## src/rtl/fmul_pkg.sv

```systemverilog
// Shared types and constants for the float-multiplier sharing controller.
package fmul_pkg;

    localparam int unsigned FP_W      = 32;
    localparam int unsigned FLG_W     = 3;
    localparam int unsigned FLG_EXC   = 2;
    localparam int unsigned FLG_OVF   = 1;
    localparam int unsigned FLG_UNF   = 0;
    // Wide enough for the largest supported requester count (8).
    localparam int unsigned IDX_MAX_W = 3;

    typedef struct packed {
        logic                 valid;
        logic [IDX_MAX_W-1:0] idx;
        logic [FLG_W-1:0]     flags;
    } tag_t;

endpackage

```

## src/rtl/fmul_share_ctrl_rr_arbiter.sv

```systemverilog
// Combinational round-robin arbiter: first requester at or after ptr wins.
module rr_arbiter #(
    parameter int unsigned N = 4,
    localparam int unsigned IW = (N > 1) ? $clog2(N) : 1
) (
    input  logic [N-1:0]  req,
    input  logic [IW-1:0] ptr,
    output logic [N-1:0]  gnt,
    output logic [IW-1:0] gnt_idx
);

    always_comb begin
        logic        found;
        int unsigned cand;
        gnt     = '0;
        gnt_idx = '0;
        found   = 1'b0;
        cand    = 0;
        for (int unsigned off = 0; off < N; off++) begin
            cand = (int'(ptr) + off) % N;
            if (!found && req[cand[IW-1:0]]) begin
                found                = 1'b1;
                gnt[cand[IW-1:0]]    = 1'b1;
                gnt_idx              = cand[IW-1:0];
            end
        end
    end

endmodule

```

## src/rtl/fmul_share_ctrl.sv

```systemverilog
// Shares one pipelined float multiplier among N_REQ requesters and routes
// each product, with its latency-aligned flags, back to the issuing requester.
module fmul_share_ctrl
    import fmul_pkg::*;
#(
    parameter int unsigned N_REQ    = 4,
    parameter int unsigned OUT_LAT  = 2,
    parameter int unsigned FLAG_LAT = 1,
    localparam int unsigned IW = (N_REQ > 1) ? $clog2(N_REQ) : 1,
    localparam int unsigned CW = $clog2(OUT_LAT + 1)
) (
    input  logic                  clk,
    input  logic                  rst_n,
    input  logic [N_REQ-1:0]      req_valid,
    input  logic [FP_W*N_REQ-1:0] req_a,
    input  logic [FP_W*N_REQ-1:0] req_b,
    output logic [N_REQ-1:0]      req_ready,
    output logic [FP_W-1:0]       mul_a,
    output logic [FP_W-1:0]       mul_b,
    input  logic [FP_W-1:0]       mul_out,
    input  logic                  mul_exc,
    input  logic                  mul_ovf,
    input  logic                  mul_unf,
    output logic [N_REQ-1:0]      rsp_valid,
    output logic [FP_W-1:0]       rsp_data,
    output logic [FLG_W-1:0]      rsp_flags,
    output logic [CW-1:0]         inflight
);

    logic [N_REQ-1:0] gnt;
    logic [IW-1:0]    gnt_idx;
    logic [IW-1:0]    ptr_q, ptr_d;
    logic             issue;
    logic             ret;
    logic [FLG_W-1:0] mul_flags;
    logic [CW-1:0]    inflight_q, inflight_d;
    tag_t             stage_q [OUT_LAT];
    tag_t             stage_d [OUT_LAT];

    rr_arbiter #(
        .N (N_REQ)
    ) u_arb (
        .req     (req_valid),
        .ptr     (ptr_q),
        .gnt     (gnt),
        .gnt_idx (gnt_idx)
    );

    assign req_ready = rst_n ? gnt : '0;
    assign issue     = |req_ready;

    always_comb begin
        mul_a = '0;
        mul_b = '0;
        for (int unsigned i = 0; i < N_REQ; i++) begin
            if (req_ready[i]) begin
                mul_a = req_a[FP_W*i +: FP_W];
                mul_b = req_b[FP_W*i +: FP_W];
            end
        end
    end

    always_comb begin
        ptr_d = ptr_q;
        if (issue) begin
            ptr_d = (gnt_idx == IW'(N_REQ - 1)) ? '0 : gnt_idx + 1'b1;
        end
    end

    always_comb begin
        mul_flags          = '0;
        mul_flags[FLG_EXC] = mul_exc;
        mul_flags[FLG_OVF] = mul_ovf;
        mul_flags[FLG_UNF] = mul_unf;
    end

    // Flags are only valid FLAG_LAT cycles after issue, so they are latched as
    // the tag moves out of that stage and then ride along with it.
    always_comb begin
        for (int unsigned i = 0; i < OUT_LAT; i++) begin
            stage_d[i] = stage_q[i];
        end
        stage_d[0].valid = issue;
        stage_d[0].idx   = IDX_MAX_W'(gnt_idx);
        stage_d[0].flags = '0;
        for (int unsigned i = 1; i < OUT_LAT; i++) begin
            stage_d[i] = stage_q[i-1];
            if (i == FLAG_LAT) begin
                stage_d[i].flags = mul_flags;
            end
        end
    end

    // Gated by rst_n so a product still in flight at reset never surfaces.
    assign ret = rst_n & stage_q[OUT_LAT-1].valid;

    always_comb begin
        rsp_valid = '0;
        rsp_data  = '0;
        rsp_flags = '0;
        if (ret) begin
            rsp_valid = N_REQ'(1) << stage_q[OUT_LAT-1].idx;
            rsp_data  = mul_out;
            rsp_flags = stage_q[OUT_LAT-1].flags;
        end
    end

    always_comb begin
        inflight_d = inflight_q;
        case ({issue, ret})
            2'b10:   inflight_d = inflight_q + CW'(1);
            2'b01:   inflight_d = inflight_q - CW'(1);
            default: inflight_d = inflight_q;
        endcase
    end

    assign inflight = inflight_q;

    always_ff @(posedge clk) begin
        if (!rst_n) begin
            ptr_q      <= '0;
            inflight_q <= '0;
            for (int unsigned i = 0; i < OUT_LAT; i++) begin
                stage_q[i] <= '0;
            end
        end else begin
            ptr_q      <= ptr_d;
            inflight_q <= inflight_d;
            for (int unsigned i = 0; i < OUT_LAT; i++) begin
                stage_q[i] <= stage_d[i];
            end
        end
    end

endmodule

```

## config.mk

```make
export PLATFORM = sky130hd
export DESIGN_NAME = fmul_share_ctrl
export DESIGN_NICKNAME = d
export VERILOG_FILES = /design/src/rtl/fmul_pkg.sv /design/src/rtl/fmul_share_ctrl_rr_arbiter.sv /design/src/rtl/fmul_share_ctrl.sv
export SDC_FILE = /design/constraint.sdc
export NUM_CORES = 1
export LEC_CHECK = 0
export CAP_MARGIN = 20
export CORE_AREA = 2 2 156 158
export CTS_BUF_LIST = sky130_fd_sc_hd__clkbuf_4
export CTS_CLUSTER_DIAMETER = 50
export DETAILED_ROUTE_END_ITERATION = 8
export DIE_AREA = 0 0 158 160
export PLACE_DENSITY = 0.54
export SLEW_MARGIN = 0
export SYNTH_ARGS = -nofsm -noshare
export SYNTH_HDL_FRONTEND = slang
export SYNTH_SLANG_ARGS = --single-unit
```

## constraint.sdc

```tcl
create_clock -name clk -period 9.74 [get_ports clk]
set_input_delay 1.948 -clock clk [delete_from_list [all_inputs] [get_ports clk]]
set_output_delay 1.948 -clock clk [all_outputs]
set_load 0.02 [all_outputs]
```

==> qor.yml, run 1 <==
run_status:
  outcome: "completed"
sta:
  fin_crit_sh_pct: 83.1
  min_period_ps: 8090
  setup_slack_ps: 1650
  finalHoldViolCount: 0
  finalSetupViolCount: 0
  setup-tns-final_ps: 0
  slew_violations: 0
  fmax_ghz: 0.124
  worst_slew_pin_slew_ps: 1100
  clock_skew_ps: 9.36
  rsz0062_at_grt: "false"
  timing.slew.headroom_pct: 26.8
  finalHoldWorstSlack_ps: 427
setup_path:
  critPathTopFamily: "buffers and inverters"
  cp_common_cell: "clkdlybuf4s50_1"
  critPathRequiredTime_ps: 7790
  crit_fanout: 33
  critPathCaptureType: "primary output"
  r2r_slack_ps: 4450
  crit_slowest_cell: "clkdlybuf4s50_1"
  critPathBufInv: 3
  crit_arrival_ps: 6140
  crit_type: "primary input to primary output"
  startpoint_type: "primary input"
  path_cells: "clkdlybuf4s50_1, or3b_2, a211oi_1, or3_1, a311o_2, or3b_4, buf_4, o211ai_2, a22o_1, clkdlybuf4s50_1"
  max_stage_delay_ps: 700
floorplanning:
  die_y_um: 160
  core_um2: 23800
  num_io_pins: 406
  die_w_um: 158
  dieArea_um2: 25300
  start_util_pct: 17.3
  row_count: 57
clock_network:
  numClockSinks: 13
  h-tree-depth: 1
  cts-root-buf: "clkbuf_4"
  cts_setup_buffers: 0
  post_cts_resized: 0
  path_clk_slew_ps: 90
  cts_made_buffers: 3
  cts_tree: "done"
  clock_path_buffers: 2
  clk_latency_ps: 280
  cts_hold_buf: 0
power_and_ir_drop:
  swShare_pct: 53.9
  comb_power_share_pct: 93.7
  power.switching_mw: 1.20
  power.leakage_nw: 3.57
  power_frac_clock_pct: 1.6
  power.density_nw_per_um2: 266
  p_int_mw: 1.03
  seq_power_share_pct: 4.6
  totalPowerFinal_mw: 2.23
  peakVddDrop_mv: 0.294
cells_and_area:
  num-nets-final: 1271
  multiInputGateArea_um2: 3300
  n_fill_cell: 2555
  area_growth_pct: 103
  insertedDiodeCount: 0
  seq_area_um2: 260
  finalNonFillerCells: 1288
  drive_gt1_share_pct: 9.23
worst_hold_path:
  min_path_type: "flip-flop to flip-flop"
yosys:
  async_flop_share_pct: 0
  synth_area_leaders: "o211ai_2 18%, a22o_1 14%, o21ai_0 8.2%"
  yosys_warnings: 0
  synth-seq-area-share_pct: 6.30
  synth_fp_nets: 927
  synth_edf_count: 0
  synth_area_um2: 4130
  syn-instance-count: 621
  synthDominantCellAreaShare_pct: 18.2
  synth_cell_types: 50
  synth-seq-cells: 13
  syn_area_per_cell_um2: 6.65
  yosys-top-cells-count: "79 x nand2_1, 72 x inv_1, 68 x o21ai_0, 66 x nand3_1, 64 x a22o_1"
  ys_dominant_reg_cell: "dfxtp_1"
  yosysMostFrequentCell: "nand2_1"
  synth_top_cell_by_area: "o211ai_2"
drt:
  drc: 0
  avgRoutedWirePerCell_um: 18.2
  drtIter0Drc: 405
  antenna_left: 0
  vias_per_cell: 4.64
  routed_wl_um: 23400
  drt_pass1_iterations: 5
  vias: 5979
placed_design:
  io_buffers: 405
  placed_cells: 1284
  post-place-ws_ps: 1660
  gp_congestion: 0.859
  hpwl_um: 17600
global_route:
  grt-ovfl-total: 0
  grt_pass1_vias: 5893
  grt_pass1_wl_um: 34700
  grt_max_degree: 74
  antenna_found_initial: 0
  grt.total_usage_pct: 17.4
flow_run:
  drv_cap: 0
## power by group through the flow
stage / sequential [mW] / combinational (mW) / clock [mW]
3_5_place_dp: 0.104 / 2.10 / 0
5_1_grt: 0.108 / 2.26 / 0.0411
4_1_cts: 0.103 / 2.11 / 0.0383
2_1_floorplan: 0.0852 / 1.30 / 0
3_3_place_gp: 0.104 / 2.11 / 0
6_report: 0.104 / 2.09 / 0.0368
## metal layers
| layer | track usage [%] | vias to the layer above | wire, um |
|---|---|---|---|
| met5 | 0 | - | 0 |
| met4 | 3.48 | 0 | 466 |
| met3 | 2.66 | 22 | 1560 |
| met2 | 30.5 | 255 | 11400 |
| met1 | 22.4 | 2769 | 9970 |
| li1 | - | 2933 | - |
## placed cells by master (no fill, tap or decap), drive strengths merged, types with 3 or more instances in the layout
cell type	instances
a21oi	5
a22o	64
and2	10
and3	37
buf	9
clkbuf	4
clkdlybuf4s50	404
dfxtp	13
ha	9
inv	72
mux2	3
mux2i	3
mux4	3
nand2	79
nand2b	5
nand3	66
nor2	5
o211ai	70
o21ai	68
## cells by family (layout without fill, tap and decap cells)
group                      after synthesis  in the layout  synth area share (%)
muxes                                    9              9                  3.18
DFF                                     13             13                  6.30
xor gates and xnor gates                 2              2                 0.424
adders and majority gates                9              9                  2.73
AOI/OAI and AO/OA                      223            223                  46.0
and+or+nand+nor                        218            218                  26.2
buffers and inverters                  147            490                  15.2
## registers in the layout (all words and copies together) (netlist names), named ones only
register	count
ptr_q	1
stage_q	9
inflight	2
## path summary, 6_finish.rpt
check,start,end,cells past startpoint
min reg2reg,stage_q[0][4],stage_q[0][11],1
min,stage_q[0][4],stage_q[0][11],1
max reg2reg,flip-flop,inflight[1],13
max,req_valid[2],mul_a[8],10
## per-stage QoR
step / cell area [um2] / utilization [%]
finish: 8390 / 35.2
global placement: 8360 / 35.1
CTS: 8390 / 35.2
detailed placement: 8360 / 35.1
global route: 8390 / 35.2
floorplan: 4130 / -
## final cells by class
class / count / area share [%]
inverters: 73 / 3.26
multi-input cells: 461 / 39.3
clock buffers: 4 / 0.358
flip-flops and latches: 13 / 3.10
repair buffers: 413 / 49.1
well taps: 324 / 4.83
Note: power is estimated with default switching activity, not from simulation.
==> inputs of run 2 (changes only) <==
CORE_AREA = 2 2 159 161   (was 2 2 156 158)
DIE_AREA = 0 0 161 163   (was 0 0 158 160)
PLACE_DENSITY = 0.53   (was 0.54)
clock period = 7.66 ns   (was 9.74 ns; I/O delays follow)
==> qor.yml, run 2 (synthesized netlist as in run 1, its figures left out) <==
clock_network:
  numClockSinks: 13
  cts_tree: "done"
  cts_setup_buffers: 0
  cts-root-buf: "clkbuf_4"
  path_clk_slew_ps: 80
  cts_made_buffers: 3
  clk_latency_ps: 270
  clock_path_buffers: 2
  post_cts_resized: 0
  h-tree-depth: 1
  cts_hold_buf: 0
drt:
  vias_per_cell: 4.55
  drt_pass1_iterations: 5
  vias: 5917
  routed_wl_um: 23300
  drc: 0
  antenna_left: 0
  drtIter0Drc: 433
  avgRoutedWirePerCell_um: 17.9
floorplanning:
  dieArea_um2: 26200
  die_y_um: 163
  start_util_pct: 16.7
  core_um2: 24700
  row_count: 58
  num_io_pins: 406
  die_w_um: 161
power_and_ir_drop:
  power_frac_clock_pct: 1.5
  p_int_mw: 1.34
  seq_power_share_pct: 3.7
  comb_power_share_pct: 94.8
  power.switching_mw: 1.54
  swShare_pct: 53.5
  power.density_nw_per_um2: 340
  power.leakage_nw: 3.61
  peakVddDrop_mv: 0.252
setup_path:
  crit_slowest_cell: "clkdlybuf4s50_1"
  max_stage_delay_ps: 720
  critPathBufInv: 3
  path_cells: "clkdlybuf4s50_1, or3b_2, a211oi_1, or3_1, a31o_1, or3b_4, buf_12, o211ai_2, a22o_1, clkdlybuf4s50_1"
  crit_arrival_ps: 5560
  ff2ff_path_depth: 14
  critPathTopFamily: "buffers and inverters"
  critPathRequiredTime_ps: 6130
  cp_common_cell: "clkdlybuf4s50_1"
  r2r-start: "ptr_q[1]"
  crit_type: "primary input to primary output"
  rr_endpoint: "inflight[1]"
  critical_path.endpoint: "mul_a[24]"
  startpoint_type: "primary input"
  critPathCaptureType: "primary output"
  r2r_slack_ps: 3180
  cp-startpoint: "req_valid[2]"
  crit_fanout: 36
  worst-path-stages: 10
sta:
  fin_crit_sh_pct: 92.6
  setup_slack_ps: 569
  finalHoldViolCount: 0
  slew_violations: 0
  worst_slew_pin_slew_ps: 1030
  timing.slew.headroom_pct: 31.3
  setup-tns-final_ps: 0
  min_period_ps: 7090
  finalHoldWorstSlack_ps: 438
  finalSetupViolCount: 0
  clock_skew_ps: 4.99
  rsz0062_at_grt: "false"
  fmax_ghz: 0.141
cells_and_area:
  fin_util_pct: 34.3
  final_common_cell: "clkdlybuf4s50_1"
  top_register: "stage_q"
  n_fill_cell: 2652
  area_growth_pct: 105
  largest_reg_flops: 9
  num-nets-final: 1277
  drive_gt1_share_pct: 9.79
  finalNonFillerCells: 1300
  insertedDiodeCount: 0
  final_cell_mix: "404 x clkdlybuf4s50_1, 78 x nand2_1, 72 x inv_1"
worst_hold_path:
  min_path_type: "flip-flop to flip-flop"
placed_design:
  io_buffers: 405
  placed_cells: 1296
  hpwl_um: 17600
  gp_congestion: 0.822
  post-place-ws_ps: 625
run_status:
  outcome: "completed"
global_route:
  antenna_found_initial: 0
  grt_pass1_vias: 5685
  grt_max_degree: 76
  grt_pass1_wl_um: 34200
  grt.total_usage_pct: 16.2
  grt-ovfl-total: 0
flow_run:
  drv_cap: 0
==> run 2: cell types whose count changed in the layout (fill, tap and decap cells not counted), sizes merged <==
cell    previous run  this run
clkbuf             4         3
clkinv             1         2
buf                9        15
==> run 2: worst min-delay path by stage <==
stage / startpoint / end / slack [ps] / depth (start not counted)
3_3_place_gp: stage_q[0][6] / stage_q[0][13] / 410 / 1
3_5_place_dp: stage_q[0][4] / stage_q[0][11] / 420 / 1
5_1_grt: stage_q[0][4] / stage_q[0][11] / 470 / 1
2_1_floorplan: stage_q[0][3] / stage_q[0][10] / 410 / 1
4_1_cts: stage_q[0][4] / stage_q[0][11] / 440 / 1
6_report: stage_q[0][6] / stage_q[0][13] / 440 / 1
==> run 2: through the flow <==
stage / area [um2] / power (mW)
global placement: 8440 / 2.86
floorplan: 4130 / 1.76
CTS: 8470 / 2.91
finish: 8470 / 2.88
global route: 8470 / 3.10
detailed placement: 8440 / 2.85
==> run 2: power by group through the flow <==
stage | Combinational (mW) | Clock [mW] | Sequential, mW
2_1_floorplan | 1.66 | 0 | 0.108
3_3_place_gp | 2.75 | 0 | 0.108
3_5_place_dp | 2.74 | 0 | 0.109
4_1_cts | 2.76 | 0.0448 | 0.107
5_1_grt | 2.94 | 0.0483 | 0.112
6_report | 2.73 | 0.0424 | 0.107
==> run 2: routing by layer <==
| layer | global-route usage [%] | part of all wire [%] |
|---|---|---|
| met1 | 22.0 | 45 |
| met2 | 28.0 | 48 |
| met3 | 2.57 | 5.8 |
| met4 | 1.54 | 0.84 |
| met5 | 0 | 0 |
==> run 2: layout make-up <==
cell class	count	area, um2	area share, %
Timing Repair Buffer	419	4190	49.5
Sequential cell	13	260	3.07
Clock buffer	3	22.5	0.266
Inverter	73	274	3.24
Tap cell	330	413	4.88
Clock inverter	1	5.00	0.0591
Multi-Input combinational cell	461	3300	39.0
==> inputs of run 3 (changes only) <==
CORE_AREA = 2 2 156 158   (was 2 2 159 161)
DIE_AREA = 0 0 158 160   (was 0 0 161 163)
HOLD_SLACK_MARGIN = 0.03   (was not set)
PLACE_DENSITY = not set   (was 0.53)
PLACE_DENSITY_LB_ADDON = 0.05   (was not set)
clock period = 8.6 ns   (was 7.66 ns; I/O delays follow)
==> qor.yml, run 3 (synthesized netlist as in run 1, its figures left out) <==
global_route:
  grt.total_usage_pct: 18.7
  grt_pass1_wl_um: 36900
  grt_max_degree: 106
  gr-usage-met2_pct: 35.0
  antenna_found_initial: 3
  grt-ovfl-total: 0
  use_met3_pct: 4.80
  met1_usage_pct: 21.5
  busiest_layer: "met2"
  grt_pass1_vias: 5892
sta:
  worst_slew_pin_slew_ps: 1040
  min_period_ps: 7690
  fmax_ghz: 0.130
  fin_crit_sh_pct: 89.4
  clock_skew_ps: 5.70
  finalHoldViolCount: 0
  setup_slack_ps: 913
  timing.slew.headroom_pct: 30.8
  setup-tns-final_ps: 0
  finalSetupViolCount: 0
  rsz0062_at_grt: "false"
  slew_violations: 0
setup_path:
  critPathRequiredTime_ps: 6880
  crit_fanout: 44
  crit_type: "primary input to primary output"
  critPathCaptureType: "primary output"
  startpoint_type: "primary input"
  crit_arrival_ps: 5970
power_and_ir_drop:
  peakVddDrop_mv: 0.154
  power.leakage_nw: 3.58
  power.density_nw_per_um2: 301
floorplanning:
  die_y_um: 160
  die_w_um: 158
  start_util_pct: 17.3
  dieArea_um2: 25300
  num_io_pins: 406
  core_um2: 23800
  row_count: 57
cells_and_area:
  n_fill_cell: 2564
  area_growth_pct: 104
  final_common_cell: "clkdlybuf4s50_1"
  largest_reg_flops: 9
  top_register: "stage_q"
  final_cell_mix: "404 x clkdlybuf4s50_1, 78 x nand2_1, 72 x inv_1"
  num-nets-final: 1275
  drive_gt1_share_pct: 9.61
placed_design:
  gp_congestion: 0.787
  hpwl_um: 19400
  post-place-ws_ps: 915
  io_buffers: 405
drt:
  antenna_left: 0
  vias: 5876
  routed_wl_um: 25500
  drt_pass1_iterations: 5
  avgRoutedWirePerCell_um: 19.7
  drtIter0Drc: 191
  drc: 0
  vias_per_cell: 4.54
clock_network:
  cts_setup_buffers: 0
  cts_made_buffers: 3
  clock_path_buffers: 2
  clk_latency_ps: 280
  cts_hold_buf: 0
  numClockSinks: 13
  h-tree-depth: 1
  path_clk_slew_ps: 90
  post_cts_resized: 0
  cts-root-buf: "clkbuf_4"
  cts_tree: "done"
flow_run:
  drv_cap: 0
worst_hold_path:
  min_path_type: "flip-flop to flip-flop"
run_status:
  outcome: "completed"
-- run 3: cell types whose count changed in the layout (fill, tap and decap cells not counted) --
cell	change
buf_12	-2
diode_2	+2
-- run 3: worst max-delay path, cell delays in order --
cell             delay [ps]
clkdlybuf4s50_1         700
or3b_2                  470
a211oi_1                270
or3_1                   390
a311o_2                 260
or3b_4                  710
buf_4                   500
o211ai_2                110
a22o_1                  200
clkdlybuf4s50_1         550
-- run 3: metal layers --
metal  vias up  routed length, um
li1       2937                  -
met1      2689               9920
met2       230              13000
met3        18               2230
met4         2                306
met5         -                 13
-- run 3: final timing paths --
check,from,to,slack (ps),cells after the start
worst min-delay path,stage_q[0][6],stage_q[0][13],440,1
worst max-delay path,req_valid[2],mul_a[17],910,10
worst min register to register,stage_q[0][6],stage_q[0][13],440,1
worst max register to register,ptr_q[1],inflight[1],3700,13
-- run 3: metrics by stage --
step | area, um2 | total power, mW | hold WS (ps) | utilization (%) | std cells
6_report | 8430 | 2.53 | 444 | 35.4 | 1294
5_1_grt | 8430 | 2.74 | 464 | 35.4 | 1294
4_1_cts | 8420 | 2.58 | 450 | 35.4 | 1292
3_5_place_dp | 8390 | 2.53 | 418 | 35.2 | 1288
3_3_place_gp | 8390 | 2.55 | 416 | 35.2 | 1288
2_1_floorplan | 4130 | 1.57 | 412 | - | 621
-- run 3: cell type report --
| type | count | area, um2 | area share [%] |
|---|---|---|---|
| Timing Repair Buffer | 417 | 4150 | 49.3 |
| Multi-Input combinational cell | 461 | 3300 | 39.2 |
| Tap cell | 324 | 405 | 4.81 |
| Inverter | 73 | 274 | 3.25 |
| Sequential cell | 13 | 260 | 3.09 |
| Clock buffer | 3 | 22.5 | 0.267 |
| Clock inverter | 1 | 5.00 | 0.0594 |
| Antenna cell | 2 | 5.00 | 0.0594 |
-- run 3: where the power goes --
part | switching (mW) | internal [mW] | leakage (nW)
registers | 0.0252 | 0.0787 | 0.108
clock network | 0.0207 | 0.0172 | 0.0177
logic | 1.32 | 1.07 | 3.46
